===== src/rtl/stopwatch_input_ctrl.sv =====
// Button/switch conditioning for the stopwatch counter: 2-flop sync, per-channel
// debounce, press pulses for the buttons and the pause/run toggle.
module stopwatch_input_ctrl #(
  parameter int unsigned DEBOUNCE_CYCLES = 500000
) (
  input  logic clk,
  input  logic rst,
  input  logic but0,
  input  logic but1,
  input  logic sw0,
  input  logic sw1,
  output logic pause,
  output logic clr_pulse,
  output logic pause_pulse,
  output logic adj,
  output logic sel
);

  localparam int unsigned NUM_CH  = 4;
  localparam int unsigned CNT_W   = $clog2(DEBOUNCE_CYCLES + 1);
  localparam int unsigned CH_BUT0 = 0;
  localparam int unsigned CH_BUT1 = 1;
  localparam int unsigned CH_SW0  = 2;
  localparam int unsigned CH_SW1  = 3;

  localparam logic [CNT_W-1:0] CNT_LAST = CNT_W'(DEBOUNCE_CYCLES - 1);

  logic [NUM_CH-1:0]            raw;
  logic [NUM_CH-1:0]            s1;
  logic [NUM_CH-1:0]            s2;
  logic [NUM_CH-1:0]            deb;
  logic [NUM_CH-1:0][CNT_W-1:0] cnt;
  logic [1:0]                   deb_d;

  assign raw = {sw1, sw0, but1, but0};

  // Two-flop synchroniser for the asynchronous board inputs
  always_ff @(posedge clk or posedge rst) begin
    if (rst) begin
      s1 <= '0;
      s2 <= '0;
    end else begin
      s1 <= raw;
      s2 <= s1;
    end
  end

  // Accept a new level only after DEBOUNCE_CYCLES consecutive differing samples
  always_ff @(posedge clk or posedge rst) begin
    if (rst) begin
      deb <= '0;
      cnt <= '0;
    end else begin
      for (int i = 0; i < int'(NUM_CH); i++) begin
        if (s2[i] == deb[i]) begin
          cnt[i] <= '0;
        end else if (cnt[i] == CNT_LAST) begin
          deb[i] <= s2[i];
          cnt[i] <= '0;
        end else begin
          cnt[i] <= cnt[i] + CNT_W'(1);
        end
      end
    end
  end

  // Edge-delay registers and pause toggle
  always_ff @(posedge clk or posedge rst) begin
    if (rst) begin
      deb_d <= '0;
      pause <= 1'b0;
    end else begin
      deb_d <= {deb[CH_BUT1], deb[CH_BUT0]};
      if (pause_pulse) begin
        pause <= ~pause;
      end
    end
  end

  // Rising-edge pulses are formed purely from registers, so they are glitch-free
  assign pause_pulse = deb[CH_BUT0] & ~deb_d[0];
  assign clr_pulse   = deb[CH_BUT1] & ~deb_d[1];
  assign adj         = deb[CH_SW0];
  assign sel         = deb[CH_SW1];

endmodule


===== config.mk =====
export PLATFORM = sky130hd
export DESIGN_NAME = stopwatch_input_ctrl
export DESIGN_NICKNAME = d
export VERILOG_FILES = /design/src/rtl/stopwatch_input_ctrl.sv
export SDC_FILE = /design/constraint.sdc
export NUM_CORES = 1
export LEC_CHECK = 0
export BUFFER_PORTS_ARGS = -buffer_cell sky130_fd_sc_hd__buf_2
export CAP_MARGIN = 30
export CORE_MARGIN = 3
export CORE_UTILIZATION = 25
export CTS_CLUSTER_DIAMETER = 50
export DETAILED_ROUTE_END_ITERATION = 7
export GPL_TIMING_DRIVEN = 0
export MAX_ROUTING_LAYER = met4
export PLACE_DENSITY_LB_ADDON = 0.25
export SYNTH_ARGS = -nofsm -noshare
export SYNTH_HDL_FRONTEND = slang
export SYNTH_SLANG_ARGS = --single-unit

===== constraint.sdc =====
create_clock -name clk -period 6.81 [get_ports clk]
set_input_delay 0.3405 -clock clk [delete_from_list [all_inputs] [get_ports clk]]
set_output_delay 0.3405 -clock clk [all_outputs]
set_load 0.01 [all_outputs]

Yosys cells after proc, flatten, opt, wreduce, memory -nomap -nowiden
Cells that the tools add are included.

Register bits: 91. Latch bits: 0. RAM bits: 0. Memory bits (read-only): 0. Bits of input ports: 6. Output and inout bits: 5. Logic and storage cells: 45. Memories kept: 0.

Add/sub/neg operators: 4. Multiply operators: 0. Div/mod/pow operators: 0. Magnitude comparators: 0. Equal/unequal tests: 8. Shift operators: 0. Multiplexer cells: 8. Bitwise operators: 9. Reductions and logical operators: 4.

Operators by type and width (number): 2-to-1 mux 19 bit (8); adder 19 x 1 -> 19 bit, second input constant (4); == test 19 bit, second input constant (4); AND reduction 2 bit (4); inverter 1 bit (7); == test 1 bit (4); bitwise AND 1 bit (2).

Logic depth before layout (Yosys ltp)
Depth in word-level cells: 3. Depth in mapped cells: 7. Gate-level depth less buffers: 5.

Worst setup path before layout
No wires, ideal clock.

Path type: reg2reg. Start: register cnt[68] (netlist name). End: register deb[3]. Library setup time: 0.125 ns. Arrival: 1.870 ns. Data required time: 6.685 ns. Setup slack: 4.815 ns. Stages on the path, launching flop included: 5. Path buffers: 0. Period minus slack after synthesis: 1.995 ns. Path through: dfrtp_1 -> or4_1 -> or4_4 -> nor2_1 -> mux2_2.

Word-level cells in the longest chain between the ends: 2.

Ends and longest elaborated chain: from (decl) (RTL line 32) `logic [NUM_CH-1:0][CNT_W-1:0] cnt;`; from (signal, indexed assignment) (RTL line 61) `cnt[i] <= cnt[i] + CNT_W'(1);`; == test 19 bit (RTL line 57) `end else if (cnt[i] == CNT_LAST) begin`; AND reduction 2 bit (no line); to (signal, indexed assignment) (RTL line 58) `deb[i] <= s2[i];`; to (decl) (RTL line 31) `logic [NUM_CH-1:0] deb;`.

Every way passes these cells. A chain may end at the register's enable or synchronous reset.

Worst setup path in the final report
Start: register cnt[68] (netlist name). End: register cnt[67] (netlist name).

Word-level cells in the longest chain between the ends: 3.

Ends and longest elaborated chain: == test 19 bit (RTL line 57); 2-to-1 mux 19 bit (RTL line 57); 2-to-1 mux 19 bit (RTL line 55) `if (s2[i] == deb[i]) begin`.

Every way passes these cells.

==> results.toml <==
[clock_tree]
ctsHoldBuffers = 0
clock_sinks = 91
post_cts_resized = 0
ctsRootBufferMaster = "clkbuf_16"
htree_levels = 3
clk_latency_ps = 340
clockBufferDepth = 2
cts.clk_slew.worst_paths_ps = 60
cts_buffers = 9
post_cts_buffers = 0
cts_tree = "built"

[synthesis]
synth_top_area_share_pct = 53.36
synth_top_family_by_area = "simple AND/OR/NAND/NOR gates"
synthTopCellsByArea = "dfrtp_1 53%, xor2_1 5.7%, nor2_1 5.4%"
synth_nets = 421
syn_area_sq_um = 4268
postSynthAreaPerCell_sq_um = 10.38
synth_area_leader_cell = "dfrtp_1"
synth-simple-area-share_pct = 24.54
synth-seq-cells = 91
synthXorXnorAreaFrac_pct = 10.88
synth_cell_types = 37
synth-compound-area-share_pct = 6.479
synth-seq-area-share_pct = 53.36
netlist_instances = 411
synth_mux_area_share_pct = 1.055
synthAdderAreaFrac_pct = 1.173
ys.warnings.count = 0

[setup_path]
r2r-end = "cnt[67]$_DFF_PP0_"
slowest_delay_ps = 550
crit_path_start = "cnt[68]$_DFF_PP0_"
crit_path_end = "cnt[67]$_DFF_PP0_"
path_cells = "or4_1, or4_4, o21ai_4, buf_6, nor2_1"
path_depth = 5
required_ps = 7040
critPathKind = "flop to flop"
critPathTopFamily = "simple AND/OR/NAND/NOR gates"
crit_slowest_cell = "or4_4"
r2r_start = "cnt[68]$_DFF_PP0_"
critPathLaunchType = "flop"
ff2ff_path_depth = 5
crit_buf_inv = 1
end_kind = "flop"
arrival_ps = 2390
reg2reg_slack_ps = 4650
critPathMaxFanout = 10

[final_layout]
fin_cells = 658
finalNetCount = 443
fillCellCount = 1705
final_area_sq_um = 4941
drive_above_1_share_pct = 11.42
area_delta_synth_final_pct = 15.77
antennaDiodeCount = 0

[min_path]
hp-class = "input pin to async pin"

[timing]
fmax_mhz = 463.3
finalCritPeriodShare_pct = 31.70
drv_slew = 0
hold_viol_final = 0
rsz0062_at_grt = "no"
setup_viol = 0
tns_ps = 0
slew_headroom_pct = 66.58
finClkSkew_ps = 5.915
fin_crit_ps = 2158
tightest_slew_ps = 501.3

[run]
max_cap_viol_count = 0

[global_route]
overflow = 0
grt_start_max_net_pins = 55
grtUsageTotal_pct = 9.937
antenna_found_initial = 0
grt_pass1_vias = 3095
grt_pass1_wl_um = 14580

[power]
p_per_area_nw_per_um2 = 226.5
power_leakage_nw = 2.009
ir_drop_uv = 126.3

[routing]
wl_per_cell_um = 12.25
detail_route.first_pass.iterations = 4
drt-total-wl_um = 8062
drt_iter0_drc = 189
via_count = 3022
via_per_inst = 4.593
drc_errors = 0
detail-route-antenna-nets = 0

[placed_design]
dp_cells = 642
place_area_sq_um = 4623
gp_congestion = 0.7601
io_buffers = 10
hpwl_um = 5596

[die]
rows = 47
fp.dieArea_sq_um = 18670
coreArea_sq_um = 16640
die_h_um = 136.7
start_util_pct = 25.64
pin_count = 11
chipWidth_um = 136.7

[run_status]
status = "finished, final reports clean"
## cells in the mapped netlist, drive strengths merged
cell	n
o31ai	9
nor2	61
mux2	4
and3	4
nand2	19
nand4	15
or3b	2
ha	4
inv	14
nor3b	1
nor4bb	1
xnor2	25
nor4b	3
nor4	6
clkbuf	6
or4b	3
a21oi	20
xor2	28
o21ai	14
nand3	26
buf	4
dfrtp	91
nand4bb	2
nand4b	1
o41ai	1
and4	8
nor2b	2
and2	5
or3	12
or2	2
nor3	5
or4	13
## worst register-to-register path, cell delays in order (launching register included)
cell and delay, ps:
dfrtp_1 420, or4_1 540, or4_4 550, o21ai_4 290
buf_6 200, nor2_1 60
## stage by stage
stage               power (mW)  hold WS (ps)  util, %  setup slack, ps
finish                   1.119         35.94    29.69             4652
global route             1.170         80.23    29.69             4476
CTS                      1.141         47.63    29.69             4602
detailed placement      0.6036         336.4    27.78             4620
global placement        0.6006         334.2    27.60             2905
floorplan               0.5899         331.2        -             4106
## logic make-up (layout without fill, tap and decap cells)
logic type,after synthesis,count (layout)
xor+xnor,53,53
flops,91,91
mux,4,4
simple gates,191,191
buf+inv,24,51
fa+ha+maj,4,4
compound gates,44,44
## placed cells by master (no fill, tap or decap), types with 2 or more instances in the layout
master / count
or3_1: 12
nand4_1: 14
mux2_2: 4
and3_1: 4
buf_6: 2
clkinv_4: 2
clkbuf_1: 6
nor2b_1: 2
or4b_2: 3
xor2_1: 28
bufinv_16: 2
inv_1: 13
o21ai_0: 10
nor3_1: 5
or2_2: 2
nand2_1: 19
or4_1: 11
or4_4: 2
a21oi_1: 20
o21ai_4: 2
nor2_1: 61
nand4bb_1: 2
xnor2_1: 25
o21ai_2: 2
o31ai_1: 9
or3b_2: 2
dfrtp_1: 91
nand3_1: 26
nor4b_1: 3
and2_1: 5
and4_1: 8
nor4_1: 6
ha_1: 4
buf_2: 12
clkbuf_16: 9
clkinv_2: 3
## final cells by class
| cell class | count | area (sq um) | share of cell area, % |
|---|---|---|---|
| Sequential cell | 91 | 2277 | 46.09 |
| Multi-Input combinational cell | 296 | 1883 | 38.11 |
| Tap cell | 220 | 275.3 | 5.571 |
| Clock buffer | 9 | 225.2 | 4.558 |
| Clock inverter | 7 | 92.59 | 1.874 |
| Timing Repair Buffer | 11 | 77.57 | 1.570 |
| Buffer | 10 | 55.05 | 1.114 |
| Inverter | 14 | 55.05 | 1.114 |
## where the power goes
part	internal, mW	switching (mW)	leakage (nW)	total, mW
logic	0.0111	0.0249	0.607	0.0360
clock network	0.321	0.207	0.159	0.528
registers	0.549	0.00663	1.24	0.555
total	0.880	0.239	2.01	1.12
## metal layers
layer | part of all wire [%] | global-route usage [%] | wire (um) | vias to the layer above
met5 | 0 | - | 0 | -
met4 | 2.3 | 4.871 | 188 | 0
met3 | 2.4 | 1.875 | 194 | 14
met2 | 47 | 15.39 | 3817 | 33
met1 | 48 | 12.50 | 3861 | 1486
li1 | - | - | - | 1489
## flip-flops by register name (all words and copies together), names as in the netlist
signal and count:
s1 4, cnt 76, deb 4, deb_d 2, s2 4, pause 1
## worst min-delay path by stage
stage               startpoint           endpoint  slack (ps)  cells past startpoint
2_1_floorplan  s1[0]$_DFF_PP0_    s2[0]$_DFF_PP0_         330                      0
3_3_place_gp   s1[2]$_DFF_PP0_    s2[2]$_DFF_PP0_         330                      0
3_5_place_dp   s1[2]$_DFF_PP0_    s2[2]$_DFF_PP0_         340                      0
4_1_cts                    rst  cnt[66]$_DFF_PP0_          50                      2
5_1_grt                    rst  cnt[69]$_DFF_PP0_          80                      2
6_report                   rst    s1[3]$_DFF_PP0_          40                      2
Power figures use the tool's default switching activity.
